`config.mk`:
```
export PLATFORM = sky130hd
export DESIGN_NAME = tau_toggle_pipe
export DESIGN_NICKNAME = d
export VERILOG_FILES = /design/src/rtl/tau_toggle_pkg.sv /design/src/rtl/tau_pipe_stage.sv /design/src/rtl/tau_toggle_pipe.sv
export SDC_FILE = /design/constraint.sdc
export NUM_CORES = 1
export LEC_CHECK = 0
export BUFFER_PORTS_ARGS = -buffer_cell sky130_fd_sc_hd__buf_4
export CAP_MARGIN = 25
export CORE_ASPECT_RATIO = 0.9
export CORE_MARGIN = 8
export CORE_UTILIZATION = 25
export CTS_BUF_LIST = sky130_fd_sc_hd__clkbuf_8
export DETAILED_ROUTE_END_ITERATION = 8
export GPL_TIMING_DRIVEN = 0
export PLACE_DENSITY = 0.45
export SYNTH_ARGS = -nofsm -noshare
export SYNTH_HDL_FRONTEND = slang
export SYNTH_SLANG_ARGS = --single-unit
```
`constraint.sdc`:
```
create_clock -name tau2015_clk -period 3.75 [get_ports tau2015_clk]
set_clock_uncertainty 0.2 [all_clocks]
set_input_delay 0.375 -clock tau2015_clk [delete_from_list [all_inputs] [get_ports tau2015_clk]]
set_output_delay 0.375 -clock tau2015_clk [all_outputs]
set_load 0.005 [all_outputs]
```
`src/rtl/tau_toggle_pkg.sv`:
```
`default_nettype none
// ---------------------------------------------------------------------------
// tau_toggle_pkg : shared mode encoding and limits for tau_toggle_pipe
// Revision 1.0
// ---------------------------------------------------------------------------
package tau_toggle_pkg;

  typedef enum logic [1:0] {
    MODE_AND  = 2'd0,
    MODE_OR   = 2'd1,
    MODE_HOLD = 2'd2,
    MODE_LOAD = 2'd3
  } mode_e;

  localparam int MAX_STAGES = 7;

endpackage
`default_nettype wire

```
`src/rtl/tau_pipe_stage.sv`:
```
`default_nettype none
// ---------------------------------------------------------------------------
// tau_pipe_stage : one data+valid register on the selected clock edge
// Revision 1.0
// ---------------------------------------------------------------------------
module tau_pipe_stage #(
  parameter int WIDTH   = 8,
  parameter int NEGEDGE = 1
) (
  input  logic             clk_i,
  input  logic             rst_i,
  input  logic [WIDTH-1:0] data_i,
  input  logic             valid_i,
  output logic [WIDTH-1:0] data_o,
  output logic             valid_o
);

  logic [WIDTH-1:0] data_q;
  logic             valid_q;

  generate
    if (NEGEDGE != 0) begin : g_neg
      always_ff @(negedge clk_i or posedge rst_i) begin
        if (rst_i) begin
          data_q  <= '0;
          valid_q <= 1'b0;
        end else begin
          data_q  <= data_i;
          valid_q <= valid_i;
        end
      end
    end else begin : g_pos
      always_ff @(posedge clk_i or posedge rst_i) begin
        if (rst_i) begin
          data_q  <= '0;
          valid_q <= 1'b0;
        end else begin
          data_q  <= data_i;
          valid_q <= valid_i;
        end
      end
    end
  endgenerate

  assign data_o  = data_q;
  assign valid_o = valid_q;

endmodule
`default_nettype wire

```
`src/rtl/tau_toggle_pipe.sv`:
```
`default_nettype none
// ---------------------------------------------------------------------------
// tau_toggle_pipe : WIDTH-lane mode-selected feedback register, output
//                   pipeline and saturating change counter
// Revision 1.0
// ---------------------------------------------------------------------------
module tau_toggle_pipe
  import tau_toggle_pkg::*;
#(
  parameter int WIDTH   = 8,
  parameter int STAGES  = 1,
  parameter int NEGEDGE = 1,
  parameter int CNT_W   = 8
) (
  input  logic             tau2015_clk,
  input  logic             tau2015_rst,
  input  logic [WIDTH-1:0] inp1,
  input  logic [WIDTH-1:0] inp2,
  input  logic             in_valid,
  input  logic             en,
  input  logic [1:0]       mode,
  output logic [WIDTH-1:0] out,
  output logic             out_valid,
  output logic [CNT_W-1:0] toggle_cnt
);

  localparam logic [CNT_W-1:0] c_cnt_one = CNT_W'(1);

  logic [WIDTH-1:0] q_q, q_d;
  logic             v0_q, v0_d;
  logic [CNT_W-1:0] cnt_q, cnt_d;
  logic             accept;

  always_comb begin
    accept = in_valid & en;
    q_d    = q_q;
    if (accept) begin
      case (mode_e'(mode))
        MODE_AND:  q_d = inp1 & inp2 & ~q_q;
        MODE_OR:   q_d = (inp1 | inp2) & ~q_q;
        MODE_HOLD: q_d = q_q;
        MODE_LOAD: q_d = inp1;
        default:   q_d = q_q;
      endcase
    end
    v0_d  = accept;
    cnt_d = cnt_q;
    // Only accepted updates that actually change state count; stick at all-ones.
    if (accept && (q_d != q_q) && !(&cnt_q)) begin
      cnt_d = cnt_q + c_cnt_one;
    end
  end

  generate
    if (NEGEDGE != 0) begin : g_core_neg
      always_ff @(negedge tau2015_clk or posedge tau2015_rst) begin
        if (tau2015_rst) begin
          q_q   <= '0;
          v0_q  <= 1'b0;
          cnt_q <= '0;
        end else begin
          q_q   <= q_d;
          v0_q  <= v0_d;
          cnt_q <= cnt_d;
        end
      end
    end else begin : g_core_pos
      always_ff @(posedge tau2015_clk or posedge tau2015_rst) begin
        if (tau2015_rst) begin
          q_q   <= '0;
          v0_q  <= 1'b0;
          cnt_q <= '0;
        end else begin
          q_q   <= q_d;
          v0_q  <= v0_d;
          cnt_q <= cnt_d;
        end
      end
    end
  endgenerate

  // Element 0 is the core register itself, so STAGES=0 is a pure wire-through.
  logic [WIDTH-1:0] pipe_data  [0:STAGES];
  logic             pipe_valid [0:STAGES];

  assign pipe_data[0]  = q_q;
  assign pipe_valid[0] = v0_q;

  generate
    for (genvar k = 1; k <= STAGES; k++) begin : g_stage
      tau_pipe_stage #(
        .WIDTH   (WIDTH),
        .NEGEDGE (NEGEDGE)
      ) u_stage (
        .clk_i   (tau2015_clk),
        .rst_i   (tau2015_rst),
        .data_i  (pipe_data[k-1]),
        .valid_i (pipe_valid[k-1]),
        .data_o  (pipe_data[k]),
        .valid_o (pipe_valid[k])
      );
    end
  endgenerate

  assign out        = pipe_data[STAGES];
  assign out_valid  = pipe_valid[STAGES];
  assign toggle_cnt = cnt_q;

endmodule
`default_nettype wire

```
==> run_results.csv, run 1 <==
group,metric,value,unit
pwr,p_per_area,544.9,nW/um^2
floorplanning,core,5660,sq um
final_layout,antennaDiodeCount,0,
worst_setup_path,path_cells,"buf_12, inv_12, buf_8, o21ai_2, and3_4, or4_4, o31ai_4, mux2_4",
pwr,p_leak,0.9958,nW
timing,tightest_slew,0.5052,ns
timing,slew_viol_final,0,
timing,finalSetupTns,-1.602,ns
grt,grtUsageTotal,0.1020,
hold_path,holdCritStartpoint,"v0_q",
worst_setup_path,cp.required,1.81,ns
cts,h-tree-depth,1,
routing,postRouteAntennaNets,0,
hold_path,whs_path_depth,0,
floorplanning,die_width,96.35,microns
final_layout,drive_gt1_frac,0.4131,
hold_path,holdPathEnd,"g_stage[1].u_stage.valid_o",
timing,holdWs,0.09797,ns
flow_run,cap_viol_max_count,0,
logic_synthesis,synthTopCellsByCount,"dfrtn_1 (26), a21oi_1 (14), o21ai_0 (14), nand2_1 (12)",
logic_synthesis,async_reset_ff_frac,1.000,
logic_synthesis,yosys_warnings,0,
logic_synthesis,synthesis.instances,155,
worst_setup_path,rr_worst_depth,6,
final_layout,fillerInstances,590,
floorplanning,initial_core_util,0.2566,
placement,dp_hpwl,3252,microns
logic_synthesis,ys_ff_latch,26,
cts,cts_tree,"built",
worst_setup_path,cp.arrival,2.06,ns
cts,cts-root-buf,"clkbuf_8",
placement,place_inst,264,
logic_synthesis,synth-main-ff-cell,"dfrtn_1",
logic_synthesis,ys_seq_area_frac,0.4479,
routing,route.detailed.drc,0,
worst_setup_path,worstSetupEndpointType,"flip-flop",
final_layout,fin_nets,237,
placement,dpl_worst_slack,-0.7793,ns
grt,grt_pass1_vias,1394,
routing,vias,1371,
logic_synthesis,syn_area,1453,sq um
worst_setup_path,crit_type,"input port to flip-flop",
cts,cts.path.max_buffers,2,
floorplanning,rows,26,
logic_synthesis,synth_edf_count,0,
final_layout,fin_cells,283,
worst_setup_path,worstReg2RegStart,"q_q[4]",
floorplanning,dieArea,8509,sq um
logic_synthesis,synthesis.nets,178,
cts,cts_made_buffers,3,
worst_setup_path,critPathMaxStageDelay,0.59,ns
grt,grt_first_pass_wirelength,6768,microns
logic_synthesis,yosysMostFrequentCell,"dfrtn_1",
logic_synthesis,ys_types,41,
routing,dr.pass1.iters,4,
pwr,vdd_drop_max,0.2996,mV
worst_setup_path,r2r-end,"toggle_cnt[1]",
routing,wl_per_cell,15.54,microns
grt,antenna_found_initial,0,
timing,setup-violations-final,8,
cts,hold_buffers,0,
final_layout,area_delta_synth_final,53.66,%
floorplanning,io_pins,39,
routing,drt_iter0_markers,68,
cts,clkTransAtPathRegs,0.06,ns
floorplanning,dieHeight,88.32,microns
worst_setup_path,crit_fanout,6,
routing,via_per_inst,4.845,
run_status,outcome,"complete, but fails checks",
timing,rsz0062_at_grt,"yes",
routing,detail_route.wirelength,4397,microns
timing,slew_headroom,0.6632,
logic_synthesis,avgSynthCellArea,9.372,sq um
placement,finalWeightedCongestion,0.8047,
worst_setup_path,r2r_setup_slack,1.48,ns
cts,clock_latency,0.28,ns
logic_synthesis,yosys.area.top_type,"dfrtn_1",
placement,portBuffers,38,
run_status,violations,"negative setup slack",
grt,grt_max_degree,21,
cts,clock-sinks,26,
logic_synthesis,ys_top_cells_by_area,"dfrtn_1 (45%), a21oi_1 (4.8%), o21ai_0 (4.8%)",
worst_setup_path,critPathSlowestCell,"or4_4",
hold_path,holdCritPathClass,"flip-flop to flip-flop",
timing,finalWorstSetupSlack,-0.2585,ns
worst_setup_path,cp-start-kind,"input port",
grt,overflow,0,
timing,hold_violations,0,
logic_synthesis,synth_top_area_frac,0.4479,
[how the worst max path moves through the flow]
stage	to	slack [ns]	from	depth (start not counted)
floorplan	toggle_cnt[1]	-0.42	mode[0]	8
global placement	toggle_cnt[1]	-0.75	mode[0]	8
detailed placement	toggle_cnt[1]	-0.78	mode[0]	8
CTS	toggle_cnt[6]	-0.26	mode[0]	8
global route	toggle_cnt[1]	-0.30	inp2[1]	8
finish	toggle_cnt[7]	-0.26	mode[0]	8
[critical path: cells and delay by family]
| kind | cells | cell delay, ns |
|---|---|---|
| buf+inv | 3 | 0.26 |
| compound gates | 2 | 0.35 |
| mux | 1 | 0.32 |
| simple gates | 2 | 0.75 |
[final cells by class]
cell class / instances / area, sq um / share of cell area
Multi-Input combinational cell: 114 / 848.3 / 0.3800
Sequential cell: 26 / 650.6 / 0.2915
Timing Repair Buffer: 55 / 467.9 / 0.2096
Tap cell: 70 / 87.58 / 0.03924
Buffer: 5 / 60.06 / 0.02691
Inverter: 9 / 46.29 / 0.02074
Clock buffer: 3 / 41.29 / 0.01850
Clock inverter: 1 / 30.03 / 0.01345
[report_power, final]
part / leakage (nW) / internal, mW / switching [mW]
Sequential: 0.304 / 0.392 / 0.108
Clock: 0.0357 / 0.143 / 0.0971
Combinational: 0.656 / 0.278 / 0.198
Total: 0.996 / 0.813 / 0.403
[through the flow]
step                cell area, sq um  power [mW]  utilization
floorplan                       1558      0.7272            -
global placement                1931      0.9233       0.3411
detailed placement              1958      0.9409       0.3459
CTS                             2131       1.208       0.3764
global route                    2232       1.301       0.3943
finish                          2232       1.216       0.3943
[cells by family after synthesis]
family	synth area share
mux	0.02584
fa+ha+maj	0.01550
compound gates	0.2722
simple gates	0.1809
xor+xnor	0.006030
buf+inv	0.05167
flops	0.4479
[registers in the layout, indices dropped and copies added (netlist names)]
signal and count:
toggle_cnt 8, q_q 8, g_stage.u_stage.data_o 8, g_stage.u_stage.valid_o 1
v0_q 1
[what timing repair did]
item / CTS / global route
buffers inserted: 9 / 7
endpoints found under the setup margin: 8 / 8
pin swaps: 8 / 10
resized for setup: 10 / 12
[routing by layer]
metal | GRT usage | vias up | wire length [microns]
met2 | 0.1793 | 39 | 2169
met4 | 0.01648 | 0 | 19
met1 | 0.1198 | 651 | 1902
li1 | - | 679 | -
met3 | 0.03223 | 2 | 305
met5 | 0 | - | 0
[placed cells by master, fill, tap and decap left out, types with 3 or more instances in the layout]
cell type   n
inv_1       7
mux2_4      3
buf_6       5
nor2_1      9
a21oi_1    11
buf_4      48
nand3b_1    3
o31ai_4     3
a21oi_2     3
and3_1      6
clkbuf_8    3
a31oi_1     4
nand2b_1    4
nor2b_1     6
buf_8       4
o21bai_1    3
dfrtn_1    26
nand2_1    10
o21ai_0    13
Note: power is estimated with default switching activity, not from simulation.
==> run 2: changes to the inputs <==
- SKIP_CTS_REPAIR_TIMING: default -> 1
==> run_results.csv, run 2 (synthesis gave the netlist of run 1 again) <==
group,metric,value,unit
run_status,outcome,"complete, but fails checks",
run_status,violations,"negative setup slack",
routing,route.detailed.drc,0,
placement,finalWeightedCongestion,0.8047,
timing,setup-violations-final,8,
routing,dr.pass1.iters,4,
placement,dp_hpwl,3252,microns
timing,finalWorstSetupSlack,-0.3629,ns
floorplanning,dieHeight,88.32,microns
final_layout,fin_nets,235,
floorplanning,rows,26,
worst_setup_path,rr_worst_depth,5,
grt,grtUsageTotal,0.1003,
grt,grt_max_degree,21,
grt,grt_first_pass_wirelength,6617,microns
worst_setup_path,worstReg2RegStart,"q_q[6]",
worst_setup_path,r2r-end,"toggle_cnt[1]",
pwr,p_leak,0.9906,nW
pwr,vdd_drop_max,0.2995,mV
worst_setup_path,crit_fanout,7,
floorplanning,initial_core_util,0.2566,
worst_setup_path,r2r_setup_slack,1.31,ns
grt,overflow,0,
hold_path,whs_path_depth,0,
timing,slew_viol_final,0,
grt,antenna_found_initial,0,
worst_setup_path,cp-start-kind,"input port",
placement,portBuffers,38,
final_layout,drive_gt1_frac,0.4265,
grt,grt_pass1_vias,1322,
cts,cts.path.max_buffers,2,
routing,detail_route.wirelength,4384,microns
floorplanning,core,5660,sq um
hold_path,holdCritStartpoint,"v0_q",
cts,clock_latency,0.28,ns
timing,slew_headroom,0.6708,
cts,h-tree-depth,1,
final_layout,finish.utilization,0.4043,
timing,hold_violations,0,
floorplanning,io_pins,39,
worst_setup_path,cp.required,1.81,ns
hold_path,holdPathEnd,"g_stage[1].u_stage.valid_o",
timing,finalSetupTns,-1.891,ns
worst_setup_path,cp.arrival,2.17,ns
cts,cts-root-buf,"clkbuf_8",
cts,clock-sinks,26,
timing,tightest_slew,0.4938,ns
routing,drt_iter0_markers,88,
cts,clkTransAtPathRegs,0.06,ns
worst_setup_path,crit_type,"input port to flip-flop",
pwr,p_per_area,542.9,nW/um^2
worst_setup_path,critPathLaunch,"mode[0]",
cts,cts_made_buffers,3,
hold_path,holdCritPathClass,"flip-flop to flip-flop",
pwr,totalPowerFinal,1.242,mW
cts,cts_tree,"built",
final_layout,final_cell_mix,"buf_4 (47), dfrtn_1 (26), o21ai_0 (13), a21oi_1 (13), nand2_1 (10)",
routing,wl_per_cell,15.60,microns
timing,rsz0062_at_grt,"yes",
floorplanning,die_width,96.35,microns
flow_run,cap_viol_max_count,0,
final_layout,area_delta_synth_final,57.54,%
floorplanning,dieArea,8509,sq um
worst_setup_path,worstSetupEndpointType,"flip-flop",
final_layout,fillerInstances,582,
final_layout,layout_commonest_cell,"buf_4",
routing,vias,1378,
routing,via_per_inst,4.904,
routing,postRouteAntennaNets,0,
final_layout,antennaDiodeCount,0,
run 2: cell types whose count changed in the layout (fill, tap and decap cells not counted), moves of 2 or more:
cell,before,now
a21oi_1,11,13
o31ai_2,0,2
nand2_8,0,2
a21oi_2,3,1
run 2: how the worst max path moves through the flow:
stage | slack [ns] | end | cells past startpoint
after detailed placement | -0.78 | toggle_cnt[1] | 8
after CTS | -0.47 | toggle_cnt[1] | 8
after global routing | -0.38 | toggle_cnt[1] | 8
final | -0.36 | toggle_cnt[1] | 8
after floorplan | -0.42 | toggle_cnt[1] | 8
after global placement | -0.75 | toggle_cnt[1] | 8
run 2: cell type report:
type,count,area [sq um],share of cell area
multi-input combinational,114,910.9,0.3980
tap,70,87.58,0.03827
clock inverter,1,30.03,0.01312
timing repair buffer,53,459.2,0.2007
clock buffer,3,41.29,0.01804
buffer,5,60.06,0.02624
inverter,9,48.80,0.02132
sequential,26,650.6,0.2843
run 2: critical path: stages:
cell and delay [ns]:
buf_12 0.12, inv_12 0.05, buf_8 0.11, o21ai_2 0.06, and3_4 0.17, or4_4 0.55, o31ai_4 0.40, mux2_4 0.33
run 2: report_power, final:
group          leakage (nW)  total, mW  switching (mW)  internal (mW)
logic                 0.651      0.498           0.209          0.289
registers             0.304      0.504           0.112          0.392
clock network        0.0357      0.240          0.0972          0.143
run 2: per-stage QoR:
stage               setup WS (ns)  area (sq um)  hold slack (ns)  cells
CTS                       -0.4685          2029           0.1022    268
detailed placement        -0.7793          1958           0.1015    264
global placement          -0.7514          1931          0.09343    263
global route              -0.3807          2288           0.1033    281
finish                    -0.3629          2288          0.09791    281
floorplan                 -0.4186          1558          0.09175    155
run 2: layer usage:
layer,vias to the layer above,wire [microns],share of wire,track usage
met2,50,2111,0.48,0.1694
met1,644,1917,0.44,0.1228
met4,0,38,0.0087,0.01648
met5,-,0,0,0
li1,678,-,-,-
met3,6,317,0.072,0.03223
